### src/rtl/pc_pkg.sv
// rtl/pc_pkg.sv - shared types and constants for the program-counter sequencer
package pc_pkg;

  typedef enum logic [0:0] {
    PC_RUN    = 1'b0,
    PC_HALTED = 1'b1
  } pc_state_e;

  typedef enum logic [2:0] {
    SEL_SEQ  = 3'd0,
    SEL_BR   = 3'd1,
    SEL_J    = 3'd2,
    SEL_JR   = 3'd3,
    SEL_ERET = 3'd4,
    SEL_TRAP = 3'd5
  } next_sel_e;

  localparam int unsigned INSTR_BYTES = 4;

endpackage

### src/rtl/pc_target_gen.sv
// rtl/pc_target_gen.sv - combinational pc+4, branch and jump target generation
module pc_target_gen
  import pc_pkg::*;
#(
  parameter int unsigned XLEN = 32
) (
  input  logic [XLEN-1:0] pc,
  input  logic [25:0]     instr_idx,
  output logic [XLEN-1:0] pcplus4,
  output logic [XLEN-1:0] br_target,
  output logic [XLEN-1:0] j_target
);

  logic [XLEN-1:0] br_offset;

  assign pcplus4   = pc + XLEN'(INSTR_BYTES);
  // imm16 sits in the low half of the 26-bit index field
  assign br_offset = {{(XLEN-18){instr_idx[15]}}, instr_idx[15:0], 2'b00};
  assign br_target = pcplus4 + br_offset;
  assign j_target  = {pcplus4[XLEN-1:28], instr_idx, 2'b00};

endmodule

### src/rtl/pc_sequencer.sv
// rtl/pc_sequencer.sv - PC/EPC state, next-PC priority select, stall/halt/trap
// Optional retire counter output enabled by PC_RETIRE_CNT_EN.
module pc_sequencer
  import pc_pkg::*;
#(
  parameter int unsigned     XLEN      = 32,
  parameter logic [XLEN-1:0] RESET_VEC = 'h0000_0000,
  parameter logic [XLEN-1:0] TRAP_VEC  = 'h0000_0080,
  parameter int unsigned     CNT_W     = 32
) (
  input  logic            clk,
  input  logic            reset,
  input  logic            en,
  input  logic            pcsrc,
  input  logic            jump,
  input  logic            jr,
  input  logic            eret,
  input  logic            halt,
  input  logic [31:0]     instr,
  input  logic [XLEN-1:0] rs_data,
  output logic [XLEN-1:0] pc,
  output logic [XLEN-1:0] pcplus4,
  output logic [XLEN-1:0] epc,
  output logic            trap,
  output logic            halted
`ifdef PC_RETIRE_CNT_EN
  ,
  output logic [CNT_W-1:0] retire_cnt
`endif
);

  generate
    if (XLEN < 32 || CNT_W == 0 || TRAP_VEC[1:0] != 2'b00) begin : g_bad_cfg
      $error("pc_sequencer: invalid parameterisation");
    end
  endgenerate

  pc_state_e       state;
  next_sel_e       req_sel;
  next_sel_e       sel;
  logic [XLEN-1:0] br_target;
  logic [XLEN-1:0] j_target;
  logic [XLEN-1:0] target;
  logic            run_en;
  logic            advance;
  logic            unused_opcode;

  assign unused_opcode = ^instr[31:26];

  pc_target_gen #(.XLEN(XLEN)) u_target_gen (
    .pc        (pc),
    .instr_idx (instr[25:0]),
    .pcplus4   (pcplus4),
    .br_target (br_target),
    .j_target  (j_target)
  );

  always_comb begin
    req_sel = SEL_SEQ;
    if (eret)       req_sel = SEL_ERET;
    else if (jr)    req_sel = SEL_JR;
    else if (jump)  req_sel = SEL_J;
    else if (pcsrc) req_sel = SEL_BR;

    target = pcplus4;
    case (req_sel)
      SEL_ERET: target = epc;
      SEL_JR:   target = rs_data;
      SEL_J:    target = j_target;
      SEL_BR:   target = br_target;
      default:  target = pcplus4;
    endcase

    // only register-sourced targets (jr, eret) can land off a word boundary
    sel = (target[1:0] != 2'b00) ? SEL_TRAP : req_sel;
  end

  assign run_en  = (state == PC_RUN) && en;
  assign advance = run_en && !halt && (sel != SEL_TRAP);
  assign halted  = (state == PC_HALTED);

  always_ff @(posedge clk) begin
    if (!reset) begin
      state <= PC_RUN;
      pc    <= RESET_VEC;
      epc   <= '0;
      trap  <= 1'b0;
    end else begin
      trap <= 1'b0;
      if (run_en) begin
        if (halt) begin
          state <= PC_HALTED;
        end else if (sel == SEL_TRAP) begin
          pc   <= TRAP_VEC;
          epc  <= pc;
          trap <= 1'b1;
        end else begin
          pc <= target;
        end
      end
    end
  end

`ifdef PC_RETIRE_CNT_EN
  always_ff @(posedge clk) begin
    if (!reset)       retire_cnt <= '0;
    else if (advance) retire_cnt <= retire_cnt + CNT_W'(1);
  end
`else
  logic unused_advance;
  assign unused_advance = advance;
`endif

endmodule

### config.mk
export PLATFORM = sky130hd
export DESIGN_NAME = pc_sequencer
export DESIGN_NICKNAME = d
export VERILOG_FILES = /design/src/rtl/pc_pkg.sv /design/src/rtl/pc_target_gen.sv /design/src/rtl/pc_sequencer.sv
export SDC_FILE = /design/constraint.sdc
export NUM_CORES = 1
export LEC_CHECK = 0
export CAP_MARGIN = 30
export CORE_AREA = 2 2 133 135
export DETAILED_ROUTE_END_ITERATION = 12
export DIE_AREA = 0 0 135 137
export PLACE_DENSITY = 0.71
export SLEW_MARGIN = 20
export SYNTH_ARGS = -nofsm -noshare
export SYNTH_HDL_FRONTEND = slang
export SYNTH_HIERARCHICAL = 1
export SYNTH_SLANG_ARGS = --single-unit
### constraint.sdc
create_clock -name clk -period 4.1 [get_ports clk]
set_clock_uncertainty 0.05 [all_clocks]
set_input_delay 0.41 -clock clk [delete_from_list [all_inputs] [get_ports clk]]
set_output_delay 0.41 -clock clk [all_outputs]
set_load 0.02 [all_outputs]
==> reports/metrics.yaml, run 1 <==
floorplanning:
  start_util: 0.347
  rows: 48
  dieArea_um2: 18500
  io_pins: 170
  die_y_um: 137
  die_w_um: 135
  core-area_um2: 17100
synth:
  synth_seq_cells: 66
  syn_area_um2: 5910
  avgSynthCellArea_um2: 7.68
  synth_cells: 770
  synth.area.top_cells: "dfxtp_1, nand2_1, ha_1"
  yosys.cell_types.count: 68
  ys_seq_area_frac: 0.223
  yosys_warnings: 6
  ys.flop_type: "dfxtp_1"
  synth_top_area_cell: "dfxtp_1"
  async_flop_share: 0
  synth_edf_count: 0
  synth_top_area_frac: 0.223
min_path:
  holdPathStages: 2
  min_from: "epc[30]"
  hold_class: "flip-flop to flip-flop"
  whs_endpoint: "epc[30]"
grt:
  first_global_vias: 6072
  grt_pass1_wl_mm: 32.8
  grt_remaining_overflow: 0
  grt_util_all_layers: 0.227
  grt_max_degree: 52
  antenna_found_initial: 0
clock_network:
  tritoncts: "done"
  cts.sinks: 66
  clock_path_buffers: 2
  htreeDepth: 3
  clk_latency_ns: 0.34
  cts-buffers-inserted: 9
  clk_transition_reported_paths_ns: 0.06
  cts-root-buf: "clkbuf_16"
worst_setup_path:
  cp_top_family: "compound AO/OA/AOI/OAI gates"
  crit_slowest_cell: "dfxtp_2"
  crit_path_start_kind: "flip-flop"
  end_kind: "flip-flop"
  cp.required_ns: 4.30
  critical-path-max-stage-delay_ns: 0.35
  arrival_ns: 4.20
  worstPathMaxFanout: 4
  cp.buffers_inverters: 3
  reg2reg_setup_slack_ns: 0.09
  timing.rr.start: "pc[4]"
  path_class: "flip-flop to flip-flop"
  rr_worst_depth: 21
  rr_endpoint: "pc[30]"
  worstPathCellList: "nand3_1 > nor2_2 > buf_4 > nand2_2 > nor2_2 > buf_6 > nand2_2 > xnor2_2 > ha_1 > inv_2 > o21bai_1 > o21bai_4 > a21oi_2 > a211o_1 > a221oi_4 > a31oi_1 > xnor2_1 > a22oi_1 > o221ai_1 > o21ai_1 > o32ai_1"
place:
  post-place-ws_ns: 0.0890
  portBuffers: 163
  gp_congestion: 0.943
  dp.cells: 1154
  hpwl_mm: 15.8
  dpl_cell_area_um2: 7970
sta:
  timing.final.crit_share: 0.978
  max_freq_mhz: 249
  period_minus_slack_ns: 4.01
  rsz0062_at_grt: "yes"
  tightest_slew_ns: 0.937
  setup_slack_ns: 0.0914
  whs_ns: 0.423
  slew_viol_final: 0
  relSlewSlack: 0.376
  finalHoldViolations: 0
  setup-violations-final: 0
detailed_routing:
  viasPerCell: 5.51
  ant_nets: 0
  post-route-drc-count: 0
  vias: 6490
  wl_mm: 21.6
  wl_per_cell_um: 18.3
  drt_iter0_drc: 403
  drt_pass1_iterations: 5
cells_and_area:
  fin_area_um2: 8470
  areaGrowthSynthToFinish_pct: 43.1
  finish.utilization: 0.496
  fin_nets: 1054
  fin_cells: 1178
  drive_gt1_frac: 0.161
  antenna_cells: 0
pwr:
  p_leak_nw: 3.34
  vdd_ir_drop_max_mv: 0.215
  p_per_area_nw_per_um2: 238
run_status:
  outcome: "complete, no violations"
flow_run:
  max_cap_viol_count: 0
==> state kept, by name, summed over array words and instances (netlist names) <==
signal	flops
pc	32
trap	1
epc	32
halted	1
==> kinds of logic (layout without fill, tap and decap cells) <==
logic type | after synthesis | in the layout | synth area share
AO/OA/AOI/OAI | 247 | 247 | 0.285
XOR/XNOR | 54 | 54 | 0.0800
adder cells (fa/ha/maj) | 34 | 34 | 0.0732
buffers and inverters | 98 | 280 | 0.0924
flip-flops | 66 | 66 | 0.223
multiplexers | 32 | 32 | 0.0542
other | 1 | 2 | 0.000634
AND/OR/NAND/NOR | 238 | 238 | 0.191
==> how the worst max path moves through the flow <==
stage,end,cells past startpoint,from,slack (ns)
after global routing,pc[30],21,pc[4],-0.11
after detailed placement,pc[24],14,instr[0],0.09
final,pc[30],21,pc[4],0.09
after CTS,pc[31],21,pc[6],0.01
after global placement,pc[24],14,instr[0],0.13
after floorplan,pc[31],17,pc[8],0.05
==> power by group <==
group / total, W / switching [W] / internal, W
Combinational: 0.000583 / 0.000313 / 0.000270
Sequential: 0.000669 / 0.0000130 / 0.000656
Clock: 0.000765 / 0.000295 / 0.000470
==> cells in the mapped netlist (6+ instances only) <==
cell      instances
and2_1           22
clkbuf_1         28
nor3_1            6
a22oi_1          27
a21oi_1          66
mux2i_1          32
nor2b_1           9
nand3_1          12
nand4_1          11
buf_4            37
o221ai_1         11
xor2_1           12
o21ai_0          52
a21o_1           15
nand2_1         124
nor2_1           26
ha_1             33
buf_2            14
o21ai_1           7
o32ai_1          11
and3_1           12
inv_1            14
a221oi_1         18
dfxtp_1          66
xnor2_1          42
==> stage by stage <==
stage | total power, W | TNS, ns
after floorplan | 0.00102 | 0
after global placement | 0.00123 | 0
after detailed placement | 0.00124 | 0
after CTS | 0.00201 | 0
after global routing | 0.00210 | -0.171
final | 0.00202 | 0
==> layout by cell type, fill, tap and decap left out, types with 27 or more instances in the layout <==
cell type | netlist | layout
a21oi_1 | 66 | 60
a22oi_1 | 27 | 27
buf_4 | 37 | 83
clkdlybuf4s50_1 | 0 | 162
dfxtp_1 | 66 | 62
ha_1 | 33 | 29
mux2i_1 | 32 | 32
nand2_1 | 124 | 121
o21ai_0 | 52 | 50
xnor2_1 | 42 | 37
==> cell type report <==
cell class | instances | area (µm²)
fillers | 1695 | 8590
multi-input cells | 607 | 4200
repair buffers | 250 | 2330
flip-flops and latches | 66 | 1330
well taps | 225 | 282
clock buffers | 13 | 240
inverters | 14 | 52.6
clock inverters | 3 | 40.0
==> worst register-to-register path, stage by stage (launching register included) <==
cell	delay, ns
dfxtp_2	0.35
nand3_1	0.12
nor2_2	0.18
buf_4	0.15
nand2_2	0.07
nor2_2	0.13
buf_6	0.15
nand2_2	0.07
xnor2_2	0.16
ha_1	0.33
inv_2	0.07
o21bai_1	0.19
o21bai_4	0.16
a21oi_2	0.07
a211o_1	0.35
a221oi_4	0.35
a31oi_1	0.15
xnor2_1	0.21
a22oi_1	0.09
o221ai_1	0.19
o21ai_1	0.09
o32ai_1	0.25
==> layer usage <==
layer | wire [µm] | track usage | vias to the layer above
li1 | - | - | 3136
met1 | 9210 | 0.294 | 3032
met2 | 10200 | 0.381 | 293
met3 | 1860 | 0.0533 | 29
met4 | 331 | 0.0608 | 0
met5 | 0 | 0 | -
==> timing repair <==
item / in CTS / in global routing
resized for setup: 0 / 39
buffers inserted: 0 / 7
endpoints found under the setup margin: 0 / 8
hold endpoints to repair: 0 / 0
hold buffers: 0 / 0
Power figures use the tool's default switching activity.
==> run 2, diff against run 1 <==
--- a/config.mk
+++ b/config.mk
@@ -5,7 +5,7 @@
 export SDC_FILE = /design/constraint.sdc
 export NUM_CORES = 1
 export LEC_CHECK = 0
-export CAP_MARGIN = 30
+export CAP_MARGIN = 20
 export CORE_AREA = 2 2 133 135
 export DETAILED_ROUTE_END_ITERATION = 12
 export DIE_AREA = 0 0 135 137
==> run 2 against run 1 <==
  * Register-to-register slack about the same
  * Fmax is 0.13% lower
  * Global-route usage stayed put
  * Critical path depth unchanged
==> reports/metrics.yaml, run 2 (synthesized netlist as in run 1, its figures left out) <==
run_status:
  outcome: "complete, no violations"  # unchanged
place:
  portBuffers: 163  # unchanged
  hpwl_mm: 15.8  # unchanged
  dp.cells: 1154  # unchanged
  gp_congestion: 0.943  # unchanged
  dpl_cell_area_um2: 7970  # unchanged
clock_network:
  clock_path_buffers: 2  # unchanged
  clk_latency_ns: 0.34  # about the same
  cts-root-buf: "clkbuf_16"  # unchanged
  clk_transition_reported_paths_ns: 0.06  # about the same
  tritoncts: "done"  # unchanged
  htreeDepth: 3  # unchanged
  cts-buffers-inserted: 9  # unchanged
  cts.sinks: 66  # unchanged
pwr:
  intPower_w: 0.00139  # was 0.00140 W
  p_sw_frac: 0.309  # was 0.308
  p_leak_nw: 3.32  # was 3.34 nW
  p_per_area_nw_per_um2: 239  # was 238 nW/µm²
  vdd_ir_drop_max_mv: 0.214  # was 0.215 mV
  power_frac_seq: 0.332  # about the same
  power_frac_comb: 0.288  # was 0.289
  power.share.clock: 0.381  # was 0.379
  power_switching_w: 0.000624  # was 0.000621 W
grt:
  use_met1: 0.294  # unchanged
  grtUsageMet3: 0.0533  # unchanged
  grt.busiest_layer: "met2"  # unchanged
  antenna_found_initial: 0  # unchanged
  grt_max_degree: 52  # unchanged
  use_met2: 0.381  # unchanged
  grt_util_all_layers: 0.227  # unchanged
  grt_pass1_wl_mm: 32.8  # unchanged
  first_global_vias: 6072  # unchanged
  grt_remaining_overflow: 0  # unchanged
sta:
  relSlewSlack: 0.319  # was 0.376
  fin_tns_setup_ns: 0  # unchanged
  slew_viol_final: 0  # unchanged
  max_freq_mhz: 249  # about the same
  finalHoldViolations: 0  # unchanged
  setup-violations-final: 0  # unchanged
  timing.final.crit_share: 0.979  # was 0.978
  rsz0062_at_grt: "yes"  # unchanged
  tightest_slew_ns: 1.02  # was 0.937 ns
  period_minus_slack_ns: 4.01  # about the same
detailed_routing:
  ant_nets: 0  # unchanged
  drt_iter0_drc: 455  # was 403
  wl_per_cell_um: 18.3  # about the same
  post-route-drc-count: 0  # unchanged
  drt_pass1_iterations: 5  # unchanged
  vias: 6469  # was 6,490
  wl_mm: 21.6  # about the same
  viasPerCell: 5.50  # was 5.51
cells_and_area:
  antenna_cells: 0  # unchanged
  drive_gt1_frac: 0.160  # was 0.161
  largestRegisters: "epc: 32 flops, pc: 32 flops"  # unchanged
  fill_cells: 1699  # was 1,695
  layout_common_cells: "clkdlybuf4s50_1, nand2_1, buf_4"  # unchanged
  fin_area_um2: 8440  # was 8470 µm²
  fin_nets: 1053  # was 1,054
  fin_cells: 1177  # was 1,178
  final_common_cell: "clkdlybuf4s50_1"  # unchanged
  areaGrowthSynthToFinish_pct: 42.7  # was 43.1%
floorplanning:
  die_y_um: 137  # unchanged
  core-area_um2: 17100  # unchanged
  start_util: 0.347  # unchanged
  io_pins: 170  # unchanged
  die_w_um: 135  # unchanged
  rows: 48  # unchanged
  dieArea_um2: 18500  # unchanged
worst_setup_path:
  path_class: "flip-flop to flip-flop"  # unchanged
  end_kind: "flip-flop"  # unchanged
  crit_path_start_kind: "flip-flop"  # unchanged
  cp.required_ns: 4.30  # about the same
  arrival_ns: 4.21  # was 4.20 ns
  worstPathMaxFanout: 4  # unchanged
flow_run:
  max_cap_viol_count: 0  # unchanged
min_path:
  hold_class: "flip-flop to flip-flop"  # unchanged
## run 2: changes by cell type in the layout (fill, tap and decap cells not counted)
cell	delta
buf_16	-1
## run 2: area by class of cell
type | count | area (µm²) | share of cell area
clock buffer | 13 | 240 | 0.0285
clock inverter | 3 | 40.0 | 0.00474
inverter | 14 | 52.6 | 0.00623
multi-input combinational | 607 | 4200 | 0.497
sequential | 66 | 1330 | 0.157
tap | 225 | 282 | 0.0334
timing repair buffer | 249 | 2300 | 0.273
## run 2: path summary, 6_finish.rpt
check,slack (ns),depth (start not counted),end,from
worst max-delay path,0.09,21,pc[30],pc[4]
worst min-delay path,0.42,2,epc[26],epc[26]
worst max register to register,0.09,21,pc[30],pc[4]
worst min register to register,0.42,2,epc[26],epc[26]
## run 2: worst max-delay path: stages (launching register included)
cell	delay (ns)
dfxtp_2	0.35
nand3_1	0.12
nor2_2	0.17
buf_4	0.15
nand2_2	0.07
nor2_2	0.12
buf_6	0.15
nand2_2	0.07
xnor2_2	0.16
ha_1	0.33
inv_2	0.07
o21bai_1	0.19
o21bai_4	0.16
a21oi_2	0.07
a211o_1	0.34
a221oi_4	0.35
a31oi_1	0.15
xnor2_1	0.21
a22oi_1	0.09
o221ai_1	0.19
o21ai_1	0.09
o32ai_1	0.25
## run 2: power by group through the flow
| stage | clock network, W | registers, W | logic, W |
|---|---|---|---|
| 6_report | 0.000768 | 0.000669 | 0.000580 |
| 2_1_floorplan | 0 | 0.000702 | 0.000318 |
| 3_3_place_gp | 0 | 0.000681 | 0.000551 |
| 3_5_place_dp | 0 | 0.000682 | 0.000554 |
| 5_1_grt | 0.000805 | 0.000670 | 0.000626 |
| 4_1_cts | 0.000782 | 0.000668 | 0.000559 |
## run 2: metal layers
metal / part of all wire / vias to the layer above
li1: - / 3134
met1: 0.43 / 3024
met2: 0.47 / 281
met3: 0.084 / 30
met4: 0.016 / 0
met5: 0 / -
## run 2: through the flow
step | utilization | setup WS [ns] | total power [W] | hold slack, ns
floorplan | - | 0.0535 | 0.00102 | 0.495
global placement | 0.467 | 0.130 | 0.00123 | 0.408
detailed placement | 0.467 | 0.0890 | 0.00124 | 0.416
CTS | 0.483 | 0.0135 | 0.00201 | 0.425
global route | 0.495 | -0.106 | 0.00210 | 0.447
finish | 0.495 | 0.0863 | 0.00202 | 0.423
## run 2: timing repair
action / 4_1_cts / 5_1_grt
resized for setup: 0 / 39
endpoints found under the setup margin: 0 / 8
setup buffers: 0 / 7
hold buffers: 0 / 0
